[src/rtl/xbar_pkg.sv]
// Shared crossbar arbitration types and the round-robin selection rule.
// The rule is shared by the source-side and slave-side arbiters.
package xbar_pkg;

  typedef enum logic [1:0] {IDLE, SETTLE, POP, HOLD} arb_state_t;

  localparam int MAX_SRC = 32;
  localparam int MAX_SW  = 5;

  // First requester after 'last', wrapping modulo num_src; returns 'last' if none.
  function automatic int rr_next(input logic [MAX_SRC-1:0] req,
                                 input int                 num_src,
                                 input int                 last);
    int   idx;
    int   cand;
    logic found;
    idx   = last;
    found = 1'b0;
    for (int k = 1; k <= MAX_SRC; k++) begin
      cand = (last + k >= num_src) ? (last + k - num_src) : (last + k);
      if (!found && (k <= num_src) && req[cand[MAX_SW-1:0]]) begin
        idx   = cand;
        found = 1'b1;
      end
    end
    return idx;
  endfunction

endpackage

[src/rtl/xbar_rr_arbiter_if.sv]
// Fifo-side and slave-side signals of the crossbar round-robin arbiter.
interface xbar_rr_arbiter_if #(
  parameter int NUM_SRC = 4,
  parameter int DWIDTH  = 32
);
  localparam int SW = $clog2(NUM_SRC);

  logic [NUM_SRC-1:0]        src_not_empty;
  logic [NUM_SRC*DWIDTH-1:0] src_data;
  logic [NUM_SRC-1:0]        src_pop;
  logic [DWIDTH-1:0]         m_data;
  logic [SW-1:0]             m_src_id;
  logic                      m_valid;
  logic                      m_ready;

  modport master (
    input  src_not_empty, src_data, m_ready,
    output src_pop, m_data, m_src_id, m_valid
  );

  modport slave (
    output src_not_empty, src_data, m_ready,
    input  src_pop, m_data, m_src_id, m_valid
  );
endinterface

[src/rtl/rr_priority_enc.sv]
// Rotated priority encoder: picks the first requester after last_grant_i, with wrap.
module rr_priority_enc
  import xbar_pkg::*;
#(
  parameter  int NUM_SRC = 4,
  localparam int SW      = $clog2(NUM_SRC)
) (
  input  logic [NUM_SRC-1:0] req_i,
  input  logic [SW-1:0]      last_grant_i,
  output logic [SW-1:0]      gnt_idx_o,
  output logic               gnt_valid_o
);

  logic [MAX_SRC-1:0] req_ext_s;

  // Widen the request vector to the shared function width and select.
  always_comb begin
    req_ext_s              = '0;
    req_ext_s[NUM_SRC-1:0] = req_i;
    gnt_idx_o              = SW'(rr_next(req_ext_s, NUM_SRC, int'(last_grant_i)));
    gnt_valid_o            = |req_i;
  end

endmodule

[src/rtl/xbar_rr_arbiter.sv]
// Round-robin arbiter/mux behind the per-source fifos: pops one word at a time
// and holds it on a registered valid/ready output tagged with its source index.
module xbar_rr_arbiter
  import xbar_pkg::*;
#(
  parameter int NUM_SRC = 4,
  parameter int DWIDTH  = 32
) (
  input  logic              aclk,
  input  logic              aresetn,
  xbar_rr_arbiter_if.master bus
);

  localparam int SW = $clog2(NUM_SRC);
  localparam logic [NUM_SRC-1:0] POP_ONE = NUM_SRC'(1);

  arb_state_t         state_q;
  logic [SW-1:0]      sel_q;
  logic [SW-1:0]      last_grant_q;
  logic [NUM_SRC-1:0] src_pop_q;
  logic [DWIDTH-1:0]  m_data_q;
  logic [SW-1:0]      m_src_id_q;
  logic               m_valid_q;

  logic [SW-1:0]      gnt_idx_s;
  logic               gnt_valid_s;
  logic [DWIDTH-1:0]  sel_data_s;

  rr_priority_enc #(.NUM_SRC(NUM_SRC)) u_enc (
    .req_i        (bus.src_not_empty),
    .last_grant_i (last_grant_q),
    .gnt_idx_o    (gnt_idx_s),
    .gnt_valid_o  (gnt_valid_s)
  );

  // Head word of the selected fifo.
  always_comb begin
    sel_data_s = bus.src_data[int'(sel_q)*DWIDTH +: DWIDTH];
  end

  // Arbitration FSM; the pop pulse is registered on SETTLE exit so it spans exactly POP.
  always_ff @(posedge aclk) begin
    if (!aresetn) begin
      state_q      <= IDLE;
      sel_q        <= '0;
      last_grant_q <= SW'(NUM_SRC - 1);
      src_pop_q    <= '0;
      m_data_q     <= '0;
      m_src_id_q   <= '0;
      m_valid_q    <= 1'b0;
    end else begin
      src_pop_q <= '0;
      case (state_q)
        IDLE: begin
          if (gnt_valid_s) begin
            sel_q   <= gnt_idx_s;
            state_q <= SETTLE;
          end
        end
        SETTLE: begin
          src_pop_q <= POP_ONE << sel_q;
          state_q   <= POP;
        end
        POP: begin
          m_data_q     <= sel_data_s;
          m_src_id_q   <= sel_q;
          m_valid_q    <= 1'b1;
          last_grant_q <= sel_q;
          state_q      <= HOLD;
        end
        HOLD: begin
          if (m_valid_q && bus.m_ready) begin
            m_valid_q <= 1'b0;
            state_q   <= IDLE;
          end
        end
        default: begin
          m_valid_q <= 1'b0;
          state_q   <= IDLE;
        end
      endcase
    end
  end

  assign bus.src_pop  = src_pop_q;
  assign bus.m_data   = m_data_q;
  assign bus.m_src_id = m_src_id_q;
  assign bus.m_valid  = m_valid_q;

endmodule
[src/flat_wrapper.sv]
// flat-port wrapper written by rule: the top's interface ports become plain ports
module xbar_rr_arbiter_flat import xbar_pkg::*;
#(
  parameter int NUM_SRC = 4,
  parameter int DWIDTH  = 32
)
  (aclk, aresetn, bus_src_not_empty, bus_src_data, bus_m_ready, bus_src_pop, bus_m_data, bus_m_src_id, bus_m_valid);
  xbar_rr_arbiter_if #(.NUM_SRC(NUM_SRC), .DWIDTH(DWIDTH)) bus_i ();
  input  logic aclk;
  input  logic aresetn;
  input wire logic [$bits(bus_i.src_not_empty)-1:0] bus_src_not_empty;
  input wire logic [$bits(bus_i.src_data)-1:0] bus_src_data;
  input wire logic [$bits(bus_i.m_ready)-1:0] bus_m_ready;
  output wire logic [$bits(bus_i.src_pop)-1:0] bus_src_pop;
  output wire logic [$bits(bus_i.m_data)-1:0] bus_m_data;
  output wire logic [$bits(bus_i.m_src_id)-1:0] bus_m_src_id;
  output wire logic [$bits(bus_i.m_valid)-1:0] bus_m_valid;
  assign bus_i.src_not_empty = bus_src_not_empty;
  assign bus_i.src_data = bus_src_data;
  assign bus_i.m_ready = bus_m_ready;
  assign bus_src_pop = bus_i.src_pop;
  assign bus_m_data = bus_i.m_data;
  assign bus_m_src_id = bus_i.m_src_id;
  assign bus_m_valid = bus_i.m_valid;
  xbar_rr_arbiter #(.NUM_SRC(NUM_SRC), .DWIDTH(DWIDTH)) u_core (.aclk(aclk), .aresetn(aresetn), .bus(bus_i));
endmodule
[config.mk]
export PLATFORM = sky130hd
export DESIGN_NAME = xbar_rr_arbiter_flat
export DESIGN_NICKNAME = d
export VERILOG_FILES = /design/src/rtl/xbar_pkg.sv /design/src/rtl/xbar_rr_arbiter_if.sv /design/src/rtl/rr_priority_enc.sv /design/src/rtl/xbar_rr_arbiter.sv /design/src/flat_wrapper.sv
export SDC_FILE = /design/constraint.sdc
export NUM_CORES = 1
export LEC_CHECK = 0
export BUFFER_PORTS_ARGS = -buffer_cell sky130_fd_sc_hd__buf_2
export CORE_MARGIN = 2
export CORE_UTILIZATION = 47
export CTS_CLUSTER_DIAMETER = 150
export DETAILED_ROUTE_END_ITERATION = 7
export PLACE_DENSITY_LB_ADDON = 0.3
export SKIP_LAST_GASP = 1
export SLEW_MARGIN = 30
export SYNTH_ARGS = -nofsm -noshare
export SYNTH_HDL_FRONTEND = slang
export SYNTH_SLANG_ARGS = --single-unit
[constraint.sdc]
create_clock -name aclk -period 3.9 [get_ports aclk]
set_input_delay 0.78 -clock aclk [delete_from_list [all_inputs] [get_ports aclk]]
set_output_delay 0.78 -clock aclk [all_outputs]
set_load 0.1 [all_outputs]
Word-level counts from Yosys, hierarchy flattened
Cells that the tools add are included.
Widths: inputs -> output; s select.
{ "classes": {"add_sub_neg": 8, "order_cmp": 8, "eq_ne": 5, "n_shift": 2, "muxes": 24, "reduce_logical": 14} }
{ "op_table": {"columns": ["op", "n"], "rows": [
  ["$ge 32x4->1 const B", 4],
  ["$shiftx 128x8->32", 1],
  ["$lt 5x6->1 const B", 4],
  ["$bmux 1 s5", 4],
  ["$mux 5", 4],
  ["$mux 2", 6],
  ["$sub 3x3->4 const B", 3],
  ["$mux 1", 8],
  ["$pmux 2 s4", 1],
  ["$reduce_and 2->1", 4],
  ["$add 2x2->3 const B", 2],
  ["$sub 4x3->5 const B", 1],
  ["$add 2x3->4 const B", 1],
  ["$eq 2x2->1 const B", 2],
  ["$logic_and 1x1->1", 4],
  ["$ne 2x1->1 const B", 2],
  ["$reduce_or 4->1", 1],
  ["$shl 1x2->4 const A", 1],
  ["$add 2x1->3 const B", 1],
  ["$logic_not 1->1", 3],
  ["$eq 2x1->1 const B", 1],
  ["$logic_not 2->1", 1],
  ["$pmux 1 s2", 1],
  ["$reduce_bool 2->1", 1]
]} }
{ "word_totals": {"ff_bits": 45, "in_bits": 135, "out_inout_bits": 39} }

Logic depth before layout (Yosys ltp)
{ "depth": {"ltp_word": 15, "mapped_depth": 8} }

By module
From an unflattened synthesis, not the netlist that was laid out.
{ "unflattened": {"hier_cells": 271, "hier_area_um2": 3001.6} }
{ "modules_own_cells": {"columns": ["module", "n_inst", "cells_each", "area_per_inst_um2"], "rows": [
  ["xbar_rr_arbiter", 1, 240, 2738.9],
  ["rr_priority_enc", 1, 31, 262.8]
]} }

Least setup slack after synthesis
Ideal clock, no wire load.
{ "synth_path": {"path_type": "register to register", "start": "register u_core.last_grant_q[0]", "end": "register u_core.sel_q[1]", "setup_ns": 0.116, "t_arrival_ns": 1.737, "setup_slack_ns": 2.046, "path_stages_with_launch": 8, "n_path_buf": 2, "synth_period_minus_slack_ns": 1.854, "path_cell_list": "dfxtp_1 buf_4 inv_1 ha_1 buf_2 or3_1 mux2_2 o211a_1"} }
{ "synth_between": {"elab_chain_cells": 15} }
{ "synth_lines": {"columns": ["item", "line_no", "rtl"], "rows": [
  ["start: declaration", "xbar_rr_arbiter.sv:19", "logic [SW-1:0] last_grant_q;"],
  ["start signal: assignment", "xbar_rr_arbiter.sv:46", "last_grant_q <= SW'(NUM_SRC - 1);"],
  ["start signal: assignment", "xbar_rr_arbiter.sv:68", "last_grant_q <= sel_q;"],
  ["$add 2x1->3", "xbar_pkg.sv:20", "cand = (last + k >= num_src) ? (last + k - num_src) : (last + k);"],
  ["$ge 32x4->1 / $sub 3x3->4 (equally long branches)", "xbar_pkg.sv:20", null],
  ["$mux 5", "xbar_pkg.sv:20", null],
  ["$bmux 1 s5", "xbar_pkg.sv:21", "if (!found && (k <= num_src) && req[cand[MAX_SW-1:0]]) begin"],
  ["$mux 1 (implied by the code)", "xbar_pkg.sv:21", null],
  ["$mux 1", "xbar_pkg.sv:21", null],
  ["$logic_not 1->1", "xbar_pkg.sv:21", null],
  ["$logic_and 1x1->1", "xbar_pkg.sv:21", null],
  ["$mux 1", "xbar_pkg.sv:21", null],
  ["$logic_not 1->1", "xbar_pkg.sv:21", null],
  ["$logic_and 1x1->1", "xbar_pkg.sv:21", null],
  ["$mux 1", "xbar_pkg.sv:21", null],
  ["$logic_not 1->1", "xbar_pkg.sv:21", null],
  ["$logic_and 1x1->1", "xbar_pkg.sv:21", null],
  ["$mux 2 (*)", "xbar_pkg.sv:21", null],
  ["end signal: assignment", "xbar_rr_arbiter.sv:56", "sel_q <= gnt_idx_s;"],
  ["end: declaration", "xbar_rr_arbiter.sv:18", "logic [SW-1:0] sel_q;"]
]} }
Mark *: on every way between the ends. The rest lies on a longest branch, timed or not. The select of a mux whose other input is x is not followed.
A chain may end at the register's enable or synchronous reset.

Final worst setup path
Same ends and word-level chain as after synthesis.

==> results.ini <==
[floorplan]
die_height_um = 81.4
design.die.area_um2 = 6630
die-width_um = 81.4
core.rowCount = 28
core_area_um2 = 5850
start_util_pct = 48.1
ios = 174

[power]
power.share.combinational_pct = 60.0
power.ir.vdd_worst_uv = 403
pwr-share-clk_pct = 14.2
p_switching_mw = 1.39
power.internal_mw = 1.50
power_leakage_nw = 1.73
seq_power_share_pct = 25.7
power_density_nw_per_um2 = 760
p_sw_share_pct = 48.2

[layout]
flip_flop_and_latch_area_um2 = 905
multiInputGateArea_um2 = 1780
final_cell_mix = 173 x sky130_fd_sc_hd__buf_2, 44 x sky130_fd_sc_hd__dfxtp_1, 39 x sky130_fd_sc_hd__mux2i_1, 37 x sky130_fd_sc_hd__nor2b_1, 27 x sky130_fd_sc_hd__mux4_2
post_route_cells_drive_above_1_share_pct = 54.9
area_grow_syn2layout_pct = 35.0
antennaDiodeCount = 0
layout.cells.most_common = sky130_fd_sc_hd__buf_2
fin_nets = 538
n_fill_cell = 467

[sta]
setup_viol_count_final = 0
max_freq_mhz = 478
fin_tns_setup_ns = 0
worst-slew-pin-transition_ns = 0.668
final_max_slew_viol_count = 0
clock-skew-final_ns = 0.00475
rsz0062_at_grt = no
relSlewSlack_pct = 55.5
post_layout_min_period_ns = 2.09
setup_slack_ns = 1.81
fin_crit_sh_pct = 53.6
hold_viol = 0

[routing]
drt_iter0_drcs = 60
route.detailed.vias_per_inst = 5.21
detailroute.via_count = 2451
drt_pass1_iterations = 4
wl_per_cell_um = 15.2
detail-route-antenna-nets = 0
post-route-drc-count = 0
wirelength_um = 7160

[cts]
cts-buffers-inserted = 5
postCtsHoldBufs = 0
clockBufferDepth = 2
h-tree-depth = 2
clkTransAtPathRegs_ns = 0.09
post_cts_buffers = 0
cts_tree = done
numClockSinks = 45
ctsResizeCount = 0
ctsRootBufferMaster = sky130_fd_sc_hd__clkbuf_8
clk_latency_ns = 0.29

[synth]
synth-adder-area-share_pct = 4.00
ys_types = 31
compound_gate_portion_of_the_synthesized_area_pct = 4.93
cell_taking_the_most_area_after_synthesis = sky130_fd_sc_hd__dfxtp_1
synth.ff_latch_count = 45
synth-xor-area-share_pct = 0
synth.top_cell.area_share_pct = 32.0
synth_warnings = 0
synth_area_um2 = 2820
synth_area_in_simple_gates_pct = 12.0
synthesis.instances = 232
synth.net_count = 376
muxShareOfSynthArea_pct = 41.7
yosysSeqAreaShare_pct = 32.0
synth.area.top_cells = sky130_fd_sc_hd__dfxtp_1 32%, sky130_fd_sc_hd__mux4_2 22%, sky130_fd_sc_hd__mux2i_1 14%, sky130_fd_sc_hd__nor2b_1 8.2%, sky130_fd_sc_hd__mux4_1 4.7%
syn-mean-instance-area_um2 = 12.1
synth_top_family_by_area = multiplexers

[global_routing]
grt_pass1_wl_um = 10600
gr-total-overflow = 0
grt_antenna_before_repair = 0
grt_util_all_layers_pct = 20.6
grt_start_max_net_pins = 44
grt_pass1_vias = 2392

[placed_design]
hpwlAfterDp_um = 5370
numPortBuffers = 173
place_ws_ns = 1.84
finalWeightedCongestion = 0.825

[worst_setup_path]
timing.critical_path.from_type = flip-flop
data_required_time_of_the_worst_path_ns = 4.09
crit_type = reg -> reg
cp_max_fo = 9
critPathArrivalTime_ns = 2.28
endpoint_kind = flip-flop

[flow_run]
max_cap_viol_count = 0

[hold_path]
hold_class = reg -> reg

[outcome]
result_of_the_run = completed

==> worst max-delay path: stages, from the launching register on <==
cell and delay [ns]:
sky130_fd_sc_hd__dfxtp_1 0.56, sky130_fd_sc_hd__inv_1 0.19, sky130_fd_sc_hd__ha_1 0.45, sky130_fd_sc_hd__or3_1 0.42
sky130_fd_sc_hd__mux2_2 0.27, sky130_fd_sc_hd__o211a_1 0.10
==> power groups by stage <==
stage                     clock, mW  combinational [mW]  sequential (mW)
final                         0.410                1.73            0.743
after CTS                     0.421                1.74            0.751
after global routing          0.437                1.83            0.778
after floorplan                   0               0.991             1.27
after detailed placement          0                1.74            0.761
after global placement            0                1.71            0.750
==> metrics by stage <==
stage | power [mW] | area [µm²] | utilization (%) | hold slack (ns) | std cells
floorplan | 2.26 | 2820 | - | 0.500 | 232
global placement | 2.46 | 3650 | 62.4 | 0.468 | 462
detailed placement | 2.50 | 3670 | 62.7 | 0.483 | 462
CTS | 2.91 | 3800 | 64.9 | 0.498 | 470
global route | 3.04 | 3800 | 64.9 | 0.519 | 470
finish | 2.89 | 3800 | 64.9 | 0.491 | 470
==> cell families after synthesis <==
kind of cell,after synthesis
compound gates,21
mux,75
fa+ha+maj,9
simple gates,58
flops,45
buf+inv,24
==> synth_stat cells <==
library cell / number
sky130_fd_sc_hd__clkbuf_1: 6
sky130_fd_sc_hd__nand2b_1: 3
sky130_fd_sc_hd__mux4_2: 27
sky130_fd_sc_hd__o211ai_1: 3
sky130_fd_sc_hd__nand2_1: 5
sky130_fd_sc_hd__o31ai_1: 1
sky130_fd_sc_hd__inv_1: 5
sky130_fd_sc_hd__o221ai_1: 1
sky130_fd_sc_hd__mux2_2: 4
sky130_fd_sc_hd__buf_4: 1
sky130_fd_sc_hd__o22ai_1: 2
sky130_fd_sc_hd__buf_6: 2
sky130_fd_sc_hd__nor2b_1: 37
sky130_fd_sc_hd__a31oi_1: 2
sky130_fd_sc_hd__a21oi_1: 4
sky130_fd_sc_hd__nor2_1: 6
sky130_fd_sc_hd__nand3_1: 2
sky130_fd_sc_hd__or2_2: 1
sky130_fd_sc_hd__nor3_1: 2
sky130_fd_sc_hd__buf_12: 2
sky130_fd_sc_hd__ha_1: 9
sky130_fd_sc_hd__dfxtp_1: 45
sky130_fd_sc_hd__a21boi_0: 3
sky130_fd_sc_hd__o211a_1: 1
sky130_fd_sc_hd__o21ai_0: 3
sky130_fd_sc_hd__mux4_1: 5
sky130_fd_sc_hd__buf_2: 8
sky130_fd_sc_hd__a22oi_1: 1
sky130_fd_sc_hd__nor4_2: 1
sky130_fd_sc_hd__or3_1: 1
sky130_fd_sc_hd__mux2i_1: 39
==> area by class of cell <==
type | instances | area share [%]
clock buffers | 5 | 1.81
clock inverters | 3 | 1.71
inverters | 5 | 0.494
multi-input cells | 163 | 46.7
flip-flops and latches | 45 | 23.8
well taps | 75 | 2.47
repair buffers | 174 | 23.0
==> state kept, by name, summed over array words and instances, names as in the netlist <==
signal / count
u_core.sel_q: 2
u_core.last_grant_q: 2
u_core.bus.m_valid: 1
u_core.bus.m_data: 32
u_core.state_q: 2
u_core.bus.src_pop: 4
u_core.bus.m_src_id: 2
==> routing by layer <==
layer	global-route usage (%)	part of all wire, %	wire length (µm)
met5	0	0	0
met4	7.46	1.4	102
met1	23.1	38	2720
met3	3.22	5.8	415
met2	38.9	55	3920
==> path summary, 6_finish.rpt <==
path / start / endpoint / slack [ns] / cells after the start
hold / removal: u_core.bus.m_src_id[1] / u_core.bus.m_src_id[1] / 0.49 / 2
hold reg to reg: u_core.bus.m_src_id[1] / u_core.bus.m_src_id[1] / 0.49 / 2
setup reg to reg: u_core.last_grant_q[0] / u_core.sel_q[1] / 1.81 / 5
setup / recovery: u_core.last_grant_q[0] / u_core.sel_q[1] / 1.81 / 5
Power figures use the tool's default switching activity.
